===== src/rtl/cpu_types_pkg.sv =====
// Shared CPU types: data word, memory request bundle, request-unit states.
// Imported by the memory request unit, its queue and the bench.
package cpu_types_pkg;

  typedef logic [31:0] word_t;

  typedef struct packed {
    logic  write;
    word_t addr;
    word_t wdata;
  } memreq_t;

  typedef enum logic [1:0] {
    IDLE,
    BUSY,
    DRAIN,
    HALTED
  } reqstate_t;

endpackage


===== src/rtl/mem_request_unit_if.sv =====
// Pipeline/memory bus of the request unit: request in, dmem/imem out, response.
// master = the unit, slave = pipeline plus memory side.
interface mem_request_unit_if #(
  parameter int AW = 32,
  parameter int DW = 32
);

  logic          req_valid;
  logic          req_write;
  logic [AW-1:0] req_addr;
  logic [DW-1:0] req_wdata;
  logic          req_ready;
  logic          halt_req;
  logic          ihit;
  logic          dhit;
  logic [DW-1:0] dmemload;
  logic          dmemREN;
  logic          dmemWEN;
  logic [AW-1:0] dmemaddr;
  logic [DW-1:0] dmemstore;
  logic          imemREN;
  logic          rsp_valid;
  logic          rsp_write;
  logic [DW-1:0] rsp_data;
  logic          halted;

  modport master (
    input  req_valid, req_write, req_addr, req_wdata,
    input  halt_req, ihit, dhit, dmemload,
    output req_ready, dmemREN, dmemWEN, dmemaddr,
    output dmemstore, imemREN,
    output rsp_valid, rsp_write, rsp_data, halted
  );

  modport slave (
    output req_valid, req_write, req_addr, req_wdata,
    output halt_req, ihit, dhit, dmemload,
    input  req_ready, dmemREN, dmemWEN, dmemaddr,
    input  dmemstore, imemREN,
    input  rsp_valid, rsp_write, rsp_data, halted
  );

endinterface


===== src/rtl/memreq_fifo.sv =====
// In-order request queue: push at tail, pop at head, wrapping pointers.
// Ports: CLK, nRST, push/din, pop, head, full, empty, count.
module memreq_fifo
  import cpu_types_pkg::*;
#(
  parameter int  DEPTH = 2,
  parameter type T     = memreq_t
) (
  input  logic                   CLK,
  input  logic                   nRST,
  input  logic                   push,
  input  T                       din,
  input  logic                   pop,
  output T                       head,
  output logic                   full,
  output logic                   empty,
  output logic [$clog2(DEPTH):0] count
);

  localparam int PW = $clog2(DEPTH);
  localparam int CW = PW + 1;

  T              mem [DEPTH];
  logic [PW-1:0] rd_ptr;
  logic [PW-1:0] wr_ptr;

  assign head  = mem[rd_ptr];
  assign full  = count == CW'(DEPTH);
  assign empty = count == '0;

  always_ff @(posedge CLK or negedge nRST) begin
    if (!nRST) begin
      rd_ptr <= '0;
      wr_ptr <= '0;
      count  <= '0;
      for (int i = 0; i < DEPTH; i++) mem[i] <= '0;
    end else begin
      if (push) begin
        mem[wr_ptr] <= din;
        wr_ptr      <= wr_ptr + 1'b1;
      end
      if (pop) rd_ptr <= rd_ptr + 1'b1;
      unique case ({push, pop})
        2'b10:   count <= count + 1'b1;
        2'b01:   count <= count - 1'b1;
        default: count <= count;
      endcase
    end
  end

endmodule


===== src/rtl/mem_request_unit.sv =====
// Memory request unit: queues loads/stores, issues one at a time until dhit,
// registers the response, gates imemREN and drains on halt. Ports: CLK, nRST, bus.
module mem_request_unit
  import cpu_types_pkg::*;
#(
  parameter int DEPTH = 2,
  parameter int AW    = 32,
  parameter int DW    = 32
) (
  input  logic                CLK,
  input  logic                nRST,
  mem_request_unit_if.master  bus
);

  localparam int CW = $clog2(DEPTH) + 1;

  typedef struct packed {
    logic          write;
    logic [AW-1:0] addr;
    logic [DW-1:0] wdata;
  } req_t;

  reqstate_t     state;
  reqstate_t     next;
  req_t          din;
  req_t          head;
  logic          full;
  logic          empty;
  logic [CW-1:0] count;
  logic          push;
  logic          pop;
  logic          busy;

  assign busy = state == BUSY;

  assign bus.req_ready = !full && state != DRAIN &&
                         state != HALTED && !bus.halt_req;

  assign push = bus.req_valid && bus.req_ready;
  assign pop  = busy && bus.dhit;

  assign din = '{write: bus.req_write,
                 addr:  bus.req_addr,
                 wdata: bus.req_wdata};

  memreq_fifo #(
    .DEPTH (DEPTH),
    .T     (req_t)
  ) u_fifo (
    .CLK   (CLK),
    .nRST  (nRST),
    .push  (push),
    .din   (din),
    .pop   (pop),
    .head  (head),
    .full  (full),
    .empty (empty),
    .count (count)
  );

  always_ff @(posedge CLK or negedge nRST) begin
    if (!nRST) state <= IDLE;
    else       state <= next;
  end

  // Head leaves on this edge; stay BUSY if anything is left behind it
  // (including a same-cycle push), so queued requests go back to back.
  always_comb begin
    next = state;
    unique case (state)
      IDLE: begin
        if (!empty)            next = BUSY;
        else if (bus.halt_req) next = DRAIN;
      end
      BUSY: begin
        if (bus.dhit) begin
          if (count > CW'(1) || push) next = BUSY;
          else if (bus.halt_req)      next = DRAIN;
          else                        next = IDLE;
        end
      end
      DRAIN:   next = HALTED;
      HALTED:  next = HALTED;
      default: next = IDLE;
    endcase
  end

  assign bus.dmemREN   = busy && !head.write;
  assign bus.dmemWEN   = busy && head.write;
  assign bus.dmemaddr  = busy ? head.addr  : '0;
  assign bus.dmemstore = busy ? head.wdata : '0;
  assign bus.imemREN   = state != HALTED;
  assign bus.halted    = state == HALTED;

  always_ff @(posedge CLK or negedge nRST) begin
    if (!nRST) begin
      bus.rsp_valid <= 1'b0;
      bus.rsp_write <= 1'b0;
      bus.rsp_data  <= '0;
    end else begin
      bus.rsp_valid <= pop;
      bus.rsp_write <= head.write;
      bus.rsp_data  <= bus.dmemload;
    end
  end

  cover property (@(posedge CLK) disable iff (!nRST)
    bus.ihit && busy);

endmodule

===== src/flat_wrapper.sv =====
// flat-port wrapper written by rule: the top's interface ports become plain ports
module mem_request_unit_flat import cpu_types_pkg::*;
#(
  parameter int DEPTH = 2,
  parameter int AW    = 32,
  parameter int DW    = 32
)
  (CLK, nRST, bus_req_valid, bus_req_write, bus_req_addr, bus_req_wdata, bus_halt_req, bus_ihit, bus_dhit, bus_dmemload, bus_req_ready, bus_dmemREN, bus_dmemWEN, bus_dmemaddr, bus_dmemstore, bus_imemREN, bus_rsp_valid, bus_rsp_write, bus_rsp_data, bus_halted);
  mem_request_unit_if #(.AW(AW), .DW(DW)) bus_i ();
  input  logic CLK;
  input  logic nRST;
  input wire logic [$bits(bus_i.req_valid)-1:0] bus_req_valid;
  input wire logic [$bits(bus_i.req_write)-1:0] bus_req_write;
  input wire logic [$bits(bus_i.req_addr)-1:0] bus_req_addr;
  input wire logic [$bits(bus_i.req_wdata)-1:0] bus_req_wdata;
  input wire logic [$bits(bus_i.halt_req)-1:0] bus_halt_req;
  input wire logic [$bits(bus_i.ihit)-1:0] bus_ihit;
  input wire logic [$bits(bus_i.dhit)-1:0] bus_dhit;
  input wire logic [$bits(bus_i.dmemload)-1:0] bus_dmemload;
  output wire logic [$bits(bus_i.req_ready)-1:0] bus_req_ready;
  output wire logic [$bits(bus_i.dmemREN)-1:0] bus_dmemREN;
  output wire logic [$bits(bus_i.dmemWEN)-1:0] bus_dmemWEN;
  output wire logic [$bits(bus_i.dmemaddr)-1:0] bus_dmemaddr;
  output wire logic [$bits(bus_i.dmemstore)-1:0] bus_dmemstore;
  output wire logic [$bits(bus_i.imemREN)-1:0] bus_imemREN;
  output wire logic [$bits(bus_i.rsp_valid)-1:0] bus_rsp_valid;
  output wire logic [$bits(bus_i.rsp_write)-1:0] bus_rsp_write;
  output wire logic [$bits(bus_i.rsp_data)-1:0] bus_rsp_data;
  output wire logic [$bits(bus_i.halted)-1:0] bus_halted;
  assign bus_i.req_valid = bus_req_valid;
  assign bus_i.req_write = bus_req_write;
  assign bus_i.req_addr = bus_req_addr;
  assign bus_i.req_wdata = bus_req_wdata;
  assign bus_i.halt_req = bus_halt_req;
  assign bus_i.ihit = bus_ihit;
  assign bus_i.dhit = bus_dhit;
  assign bus_i.dmemload = bus_dmemload;
  assign bus_req_ready = bus_i.req_ready;
  assign bus_dmemREN = bus_i.dmemREN;
  assign bus_dmemWEN = bus_i.dmemWEN;
  assign bus_dmemaddr = bus_i.dmemaddr;
  assign bus_dmemstore = bus_i.dmemstore;
  assign bus_imemREN = bus_i.imemREN;
  assign bus_rsp_valid = bus_i.rsp_valid;
  assign bus_rsp_write = bus_i.rsp_write;
  assign bus_rsp_data = bus_i.rsp_data;
  assign bus_halted = bus_i.halted;
  mem_request_unit #(.DEPTH(DEPTH), .AW(AW), .DW(DW)) u_core (.CLK(CLK), .nRST(nRST), .bus(bus_i));
endmodule

===== config.mk =====
export PLATFORM = sky130hd
export DESIGN_NAME = mem_request_unit_flat
export DESIGN_NICKNAME = d
export VERILOG_FILES = /design/src/rtl/cpu_types_pkg.sv /design/src/rtl/mem_request_unit_if.sv /design/src/rtl/memreq_fifo.sv /design/src/rtl/mem_request_unit.sv /design/src/flat_wrapper.sv
export SDC_FILE = /design/constraint.sdc
export NUM_CORES = 1
export LEC_CHECK = 0
export ABC_AREA = 1
export CAP_MARGIN = 20
export CORE_MARGIN = 10
export CORE_UTILIZATION = 40
export CTS_BUF_LIST = sky130_fd_sc_hd__clkbuf_4
export CTS_CLUSTER_DIAMETER = 150
export DETAILED_ROUTE_END_ITERATION = 12
export PLACE_DENSITY = 0.7
export SLEW_MARGIN = 40
export SYNTH_ARGS = -nofsm -noshare
export SYNTH_HDL_FRONTEND = slang
export SYNTH_SLANG_ARGS = --single-unit

===== constraint.sdc =====
create_clock -name CLK -period 2.16 [get_ports CLK]
set_input_delay 0.54 -clock CLK [delete_from_list [all_inputs] [get_ports CLK]]
set_output_delay 0.54 -clock CLK [all_outputs]
set_load 0.01 [all_outputs]

# == After elaboration in Yosys (flattened, before gate mapping) ==
# Index checks and enable logic that the tools add are counted.
# op_classes
add_sub_neg,4
multipliers,0
div_mod_pow,0
n_lt_le_gt_ge,4
eq_ne,10
n_shift,0
mux,15
bitwise,2
n_reduce_logical,17
# op_table
op,count
65-bit 2-to-1 mux,4
130-bit bitwise mux,1
65-bit demux with 1-bit select,1
32-bit 2-to-1 mux,2
2-bit 2-to-1 mux,5
"2-bit == test, second input constant",4
1-bit logical AND,8
"2-bit inequality test, second input constant",3
2-bit case mux with 3 select lines,1
"2-bit by 1-bit == test with 1-bit output, second input constant",2
"2-bit greater-or-equal comparator, second input constant",2
2-bit zero test,2
1-bit NOT with 2-bit output,2
2-bit case mux with 2 select lines,1
1-bit zero test,3
"3-bit inequality test, second input constant",1
"1-bit adder, second input constant",2
"2-bit by 1-bit adder with 2-bit output, second input constant",1
"2-bit by 1-bit > comparator with 1-bit output, second input constant",1
"2-bit by 1-bit < comparator with 1-bit output, second input constant",1
2-bit AND reduction,1
2-bit nonzero test,1
2-bit OR reduction,1
"2-bit by 1-bit subtractor with 2-bit output, second input constant",1
1-bit logical OR,1
# totals
reg_bits,170
latchBits,0
ramBits,0
rom_bits,0
in_bits,103
output_inout_bits,103
wordCells,65
n_memories,0

# == Longest topological paths before layout ==
# logic_depth
depth_word,10
depth_mapped,10

# == By module ==
# Synthesis repeated with hierarchy kept, for this count alone.
# hier_totals
hier_cells,923
hier_area_um2,7587.3
# by_module_without_submodules
module,n_inst,cells_per_inst,area_per_inst_um2,seq_area_each_um2
memreq_fifo,1,717,6005.8,3353.2
mem_request_unit,1,206,1581.5,900.9

# == Least setup slack after synthesis ==
# OpenSTA, ideal clock, no wires.
# synth_timing
path_type,register to output
startpoint,register u_core.state[1]
endpoint,output port bus_dmemaddr[0]
arrival_ns,1.261
required_ns,1.620
setup_slack_ns,0.359
stages_incl_launch_ff,7
path_buffers,1
path_cell_list,dfrtp_1 > inv_1 > nand2_1 > clkinv_1 > clkbuf_1 > o21ai_0 > a21oi_1
# synth_via
elab_chain_cells,2
# synth_rtl
element,line_no,text
start: declaration,mem_request_unit.sv:23,reqstate_t state;
start signal: assignment,mem_request_unit.sv:63,else state <= next;
2-bit by 1-bit == test with 1-bit output,mem_request_unit.sv:34,assign busy = state == BUSY;
32-bit 2-to-1 mux,mem_request_unit.sv:90,assign bus.dmemaddr = busy ? head.addr : '0;
end: declaration,flat_wrapper.sv:23,output wire logic [$bits(bus_i.dmemaddr)-1:0] bus_dmemaddr;
# No other way between the ends.

# == Worst setup path after layout ==
# layout_timing
startpoint,register u_core.u_fifo.rd_ptr
endpoint,output port bus_dmemaddr[10]
# layout_via
elab_chain_cells,5
# layout_rtl
element,line_no,text
start: declaration,memreq_fifo.sv:24,logic [PW-1:0] rd_ptr;
start signal: assignment,memreq_fifo.sv:42,if (pop) rd_ptr <= rd_ptr + 1'b1;
1-bit NOT with 2-bit output (not written as such),memreq_fifo.sv:27,assign head = mem[rd_ptr];
65-bit 2-to-1 mux (not written as such) (3 in series),memreq_fifo.sv:27,
32-bit 2-to-1 mux,mem_request_unit.sv:90,
# No other way between the ends. The select of a mux whose other input is x is not followed.

==> summary.md <==
| Metric | Value |
|---|---|
| Status | finished with violations |
| Violated checks | negative setup slack |
| Post-Synthesis Cells | 786 |
| GPL Wtd Cong | approximately 0.76 |
| Endpoints failing setup | 66 |
| Fin cells | between 1,000 and 1,500 |
| Crit share post-route | 111.3% |
| Mapped Avg Cell Area | 8.854 um^2 |
| Worst Hold Depth | 1 |
| Syn Nets | between 800 and 900 |
| Aggregate global-route resource usage | between 15 and 20% |
| CTS tree | yes |
| RR Endpoint | u_core.u_fifo.mem[105]$_DFFE_PN0P_ |
| Register-to-register setup slack | 510 ps |
| Die X | between 150 and 200 um |
| EDFF count, synth | 0 |
| Ys flop type | dfrtp_1 |
| Max Transition Viols Final | 0 |
| Antenna violations before repair | 1 |
| Tot Pwr | around 5.6 mW |
| Max-Cap Viols | 0 |
| Post-synth cell types | 21 |
| Die ar. | approximately 0.023 mm^2 |
| Clock-pin slew on the worst setup and hold paths | around 150 ps |
| Antenna cell count | 0 |
| Fin area | just over 0.01 mm^2 |
| Hold Crit Start | bus_dmemload[4] |
| Unrepaired setup endpoints after global routing | true |
| Post-synth top cells | nand2_1 (276), dfrtp_1 (170), o21ai_0 (112), inv_1 (74), a21oi_1 (64) |
| Crit path launch type | register |
| Largest net degree at the start of global routing | between 60 and 70 |
| Placed insts | about 1,200 |
| Area growth syn-to-layout | 49.17% |
| Core area | approximately 0.017 mm^2 |
| CTS H-tree depth | 4 |
| Routed via count | 6,086 |
| YS warnings | 0 |
| Post-route ant nets | 0 |
| Avg WL per Cell | about 17 um |
| Share of cells above drive strength 1 | about a quarter |
| Fill count | roughly 1,500 |
| Util after Layout | between 60 and 70% |
| Via density | between 4 and 5 |
| First-pass GRT wire length | between 30,000 and 40,000 um |
| Buf/Inv on CP | 4 |
| Post-synthesis sequential area ratio | roughly three fifths |
| Final Hold Slack | about 400 ps |
| FF-to-FF path depth | 9 |
| Chip height | roughly 150 um |
| Hold endpoint | u_core.bus.rsp_data[4]$_DFF_PN0_ |
| Setup TNS | -10,710 ps |
| Cell Area, Placed | approximately 0.0094 mm^2 |
| Row count | 48 |
| CP arrival | between 1500 and 2000 ps |
| Crit end category | output pin |
| Endpoints failing hold | 0 |
| Yosys top cell area share | ~61% |
| CP cell instances | buf_12, buf_16, buf_6, a21oi_2, buf_2 |
| Drt first-iter violations | 337 |
| CP top delay family | buffers and inverters |
| Seq cells post-synth | 170 |
| Setup Skew | about 21 ps |
| Worst path required time | ~1600 ps |
| CP max stage cell | dfrtp_4 |
| Worst slew pin tran | 332.4 ps |
| Slew margin rel. | between 70 and 80% |
| Fin nets | approximately 1,100 |
| Detail Placement HPWL | between 10,000 and 15,000 um |
| Initial Utilization | 40.52% |
| Largest stage delay on the critical path | just under 600 ps |
| DP Worst Slack | -79.76 ps |
| Router iterations before antenna repair | 5 |
| Cell taking the most area after synthesis | dfrtp_1 |
| Critical path class | reg -> out |
| Reg2reg start | u_core.u_fifo.count[0]$_DFFE_PN0P_ |
| Number of I/O port buffers | slightly above 200 |
| Area contributors post-synth | dfrtp_1 (61%), nand2_1 (15%), o21ai_0 (8.1%) |
| Power density over the cells | roughly 540 mW/mm^2 |
| Clk root buf | clkbuf_4 |
| Final setup margin | -243.0 ps |
| Async SR Flop Fraction | 100.0% |
| Remaining DRCs | 0 |
| Maximum clock path buffer count | 2 |
| GR Overflow Total | 0 |
| Detailed Route WL | roughly 21,000 um |
| Vias in the first global route | approximately 5,900 |
| Fmax | roughly 0.42 GHz |
| Top-count cell post-synth | nand2_1 |
| Num Clock Sinks | between 150 and 200 |
| Hold Crit Class | in -> reg |
| I/O Pins | just over 200 |
| Clk Latency, worst-skew pair | 560 ps |
| Max VDD drop | 0.0003946 V |
| Cts bufs inserted | 17 |
| Synth Cell Area | slightly below 0.007 mm^2 |
| Lkg Pwr | around 5 nW |
| Final critical-path required period | ~2400 ps |
| Worst Path Max Fanout | 7 |
## sequential cells by signal (all words and copies together) (netlist names)
name	cells
u_core.u_fifo.mem	130
u_core.bus.rsp_write	1
u_core.u_fifo.wr_ptr	1
u_core.u_fifo.rd_ptr	1
u_core.state	2
u_core.bus.rsp_valid	1
u_core.bus.rsp_data	32
u_core.u_fifo.count	2
## cells by family (layout without fill, tap and decap cells)
kind of cell / after synthesis / after routing / share of synthesized area (%)
compound gates: 195 / 195 / 14.02
xor+xnor: 3 / 3 / 0.3776
flops: 170 / 170 / 61.13
buf+inv: 124 / 366 / 7.659
simple gates: 290 / 290 / 16.09
fa+ha+maj: 4 / 4 / 0.7192
## power breakdown
group / internal (mW) / switching, mW
clock: 0.683 / 1.15
sequential: 3.22 / 0.0127
combinational: 0.308 / 0.227
## cell usage in the layout (no fill, tap or decap), drive strengths merged
master / netlist / final
clkinv: 1 / 8
xor2: 1 / 1
a21oi: 64 / 64
bufinv: 0 / 2
clkdlybuf4s50: 0 / 134
nor2: 9 / 9
buf: 29 / 116
clkinvlp: 0 / 4
ha: 4 / 4
nand3: 4 / 4
dlygate4sd2: 0 / 2
inv: 75 / 77
nand2: 276 / 276
dfrtp: 170 / 170
o21ai: 131 / 131
dlygate4sd3: 0 / 1
nor3: 1 / 1
clkbuf: 19 / 22
xnor2: 2 / 2
## worst max path at each step
stage                              endpoint  slack, ps  depth (start not counted)                        startpoint
after floorplan             bus_dmemaddr[0]        360                          6       u_core.state[1]$_DFFE_PN0P_
after global placement     bus_dmemaddr[19]        -60                          7       u_core.state[1]$_DFFE_PN0P_
after detailed placement   bus_dmemaddr[23]        -80                          7       u_core.state[1]$_DFFE_PN0P_
after CTS                  bus_dmemaddr[16]       -270                          8       u_core.state[1]$_DFFE_PN0P_
after global routing      bus_dmemstore[14]       -360                          8       u_core.state[1]$_DFFE_PN0P_
final                      bus_dmemaddr[10]       -240                          5  u_core.u_fifo.rd_ptr$_DFFE_PN0P_
## repair_timing
item,CTS,global route
hold endpoints to repair,29,0
pin swaps,10,13
resized for setup,415,71
cloned,8,5
endpoints found under the setup margin,69,67
hold buffers,1,0
setup buffers,9,6
## layer usage
| layer | part of all wire (%) | track usage [%] | wire, um |
|---|---|---|---|
| met1 | 43 | 22.32 | 8956 |
| met2 | 49 | 27.16 | 10230 |
| met3 | 7.0 | 4.939 | 1454 |
| met4 | 1.0 | 4.906 | 217 |
| met5 | 0.062 | 0 | 13 |
## area by class of cell
type / count / area (um^2) / area share, %
repair buffers: 258 / 2638 / 25.41
multi-input cells: 492 / 2626 / 25.30
inverters: 76 / 300.3 / 2.893
flip-flops and latches: 170 / 4258 / 41.01
clock inverters: 15 / 150.1 / 1.446
well taps: 225 / 281.5 / 2.712
clock buffers: 17 / 127.6 / 1.229
Note: power is estimated with default switching activity, not from simulation.
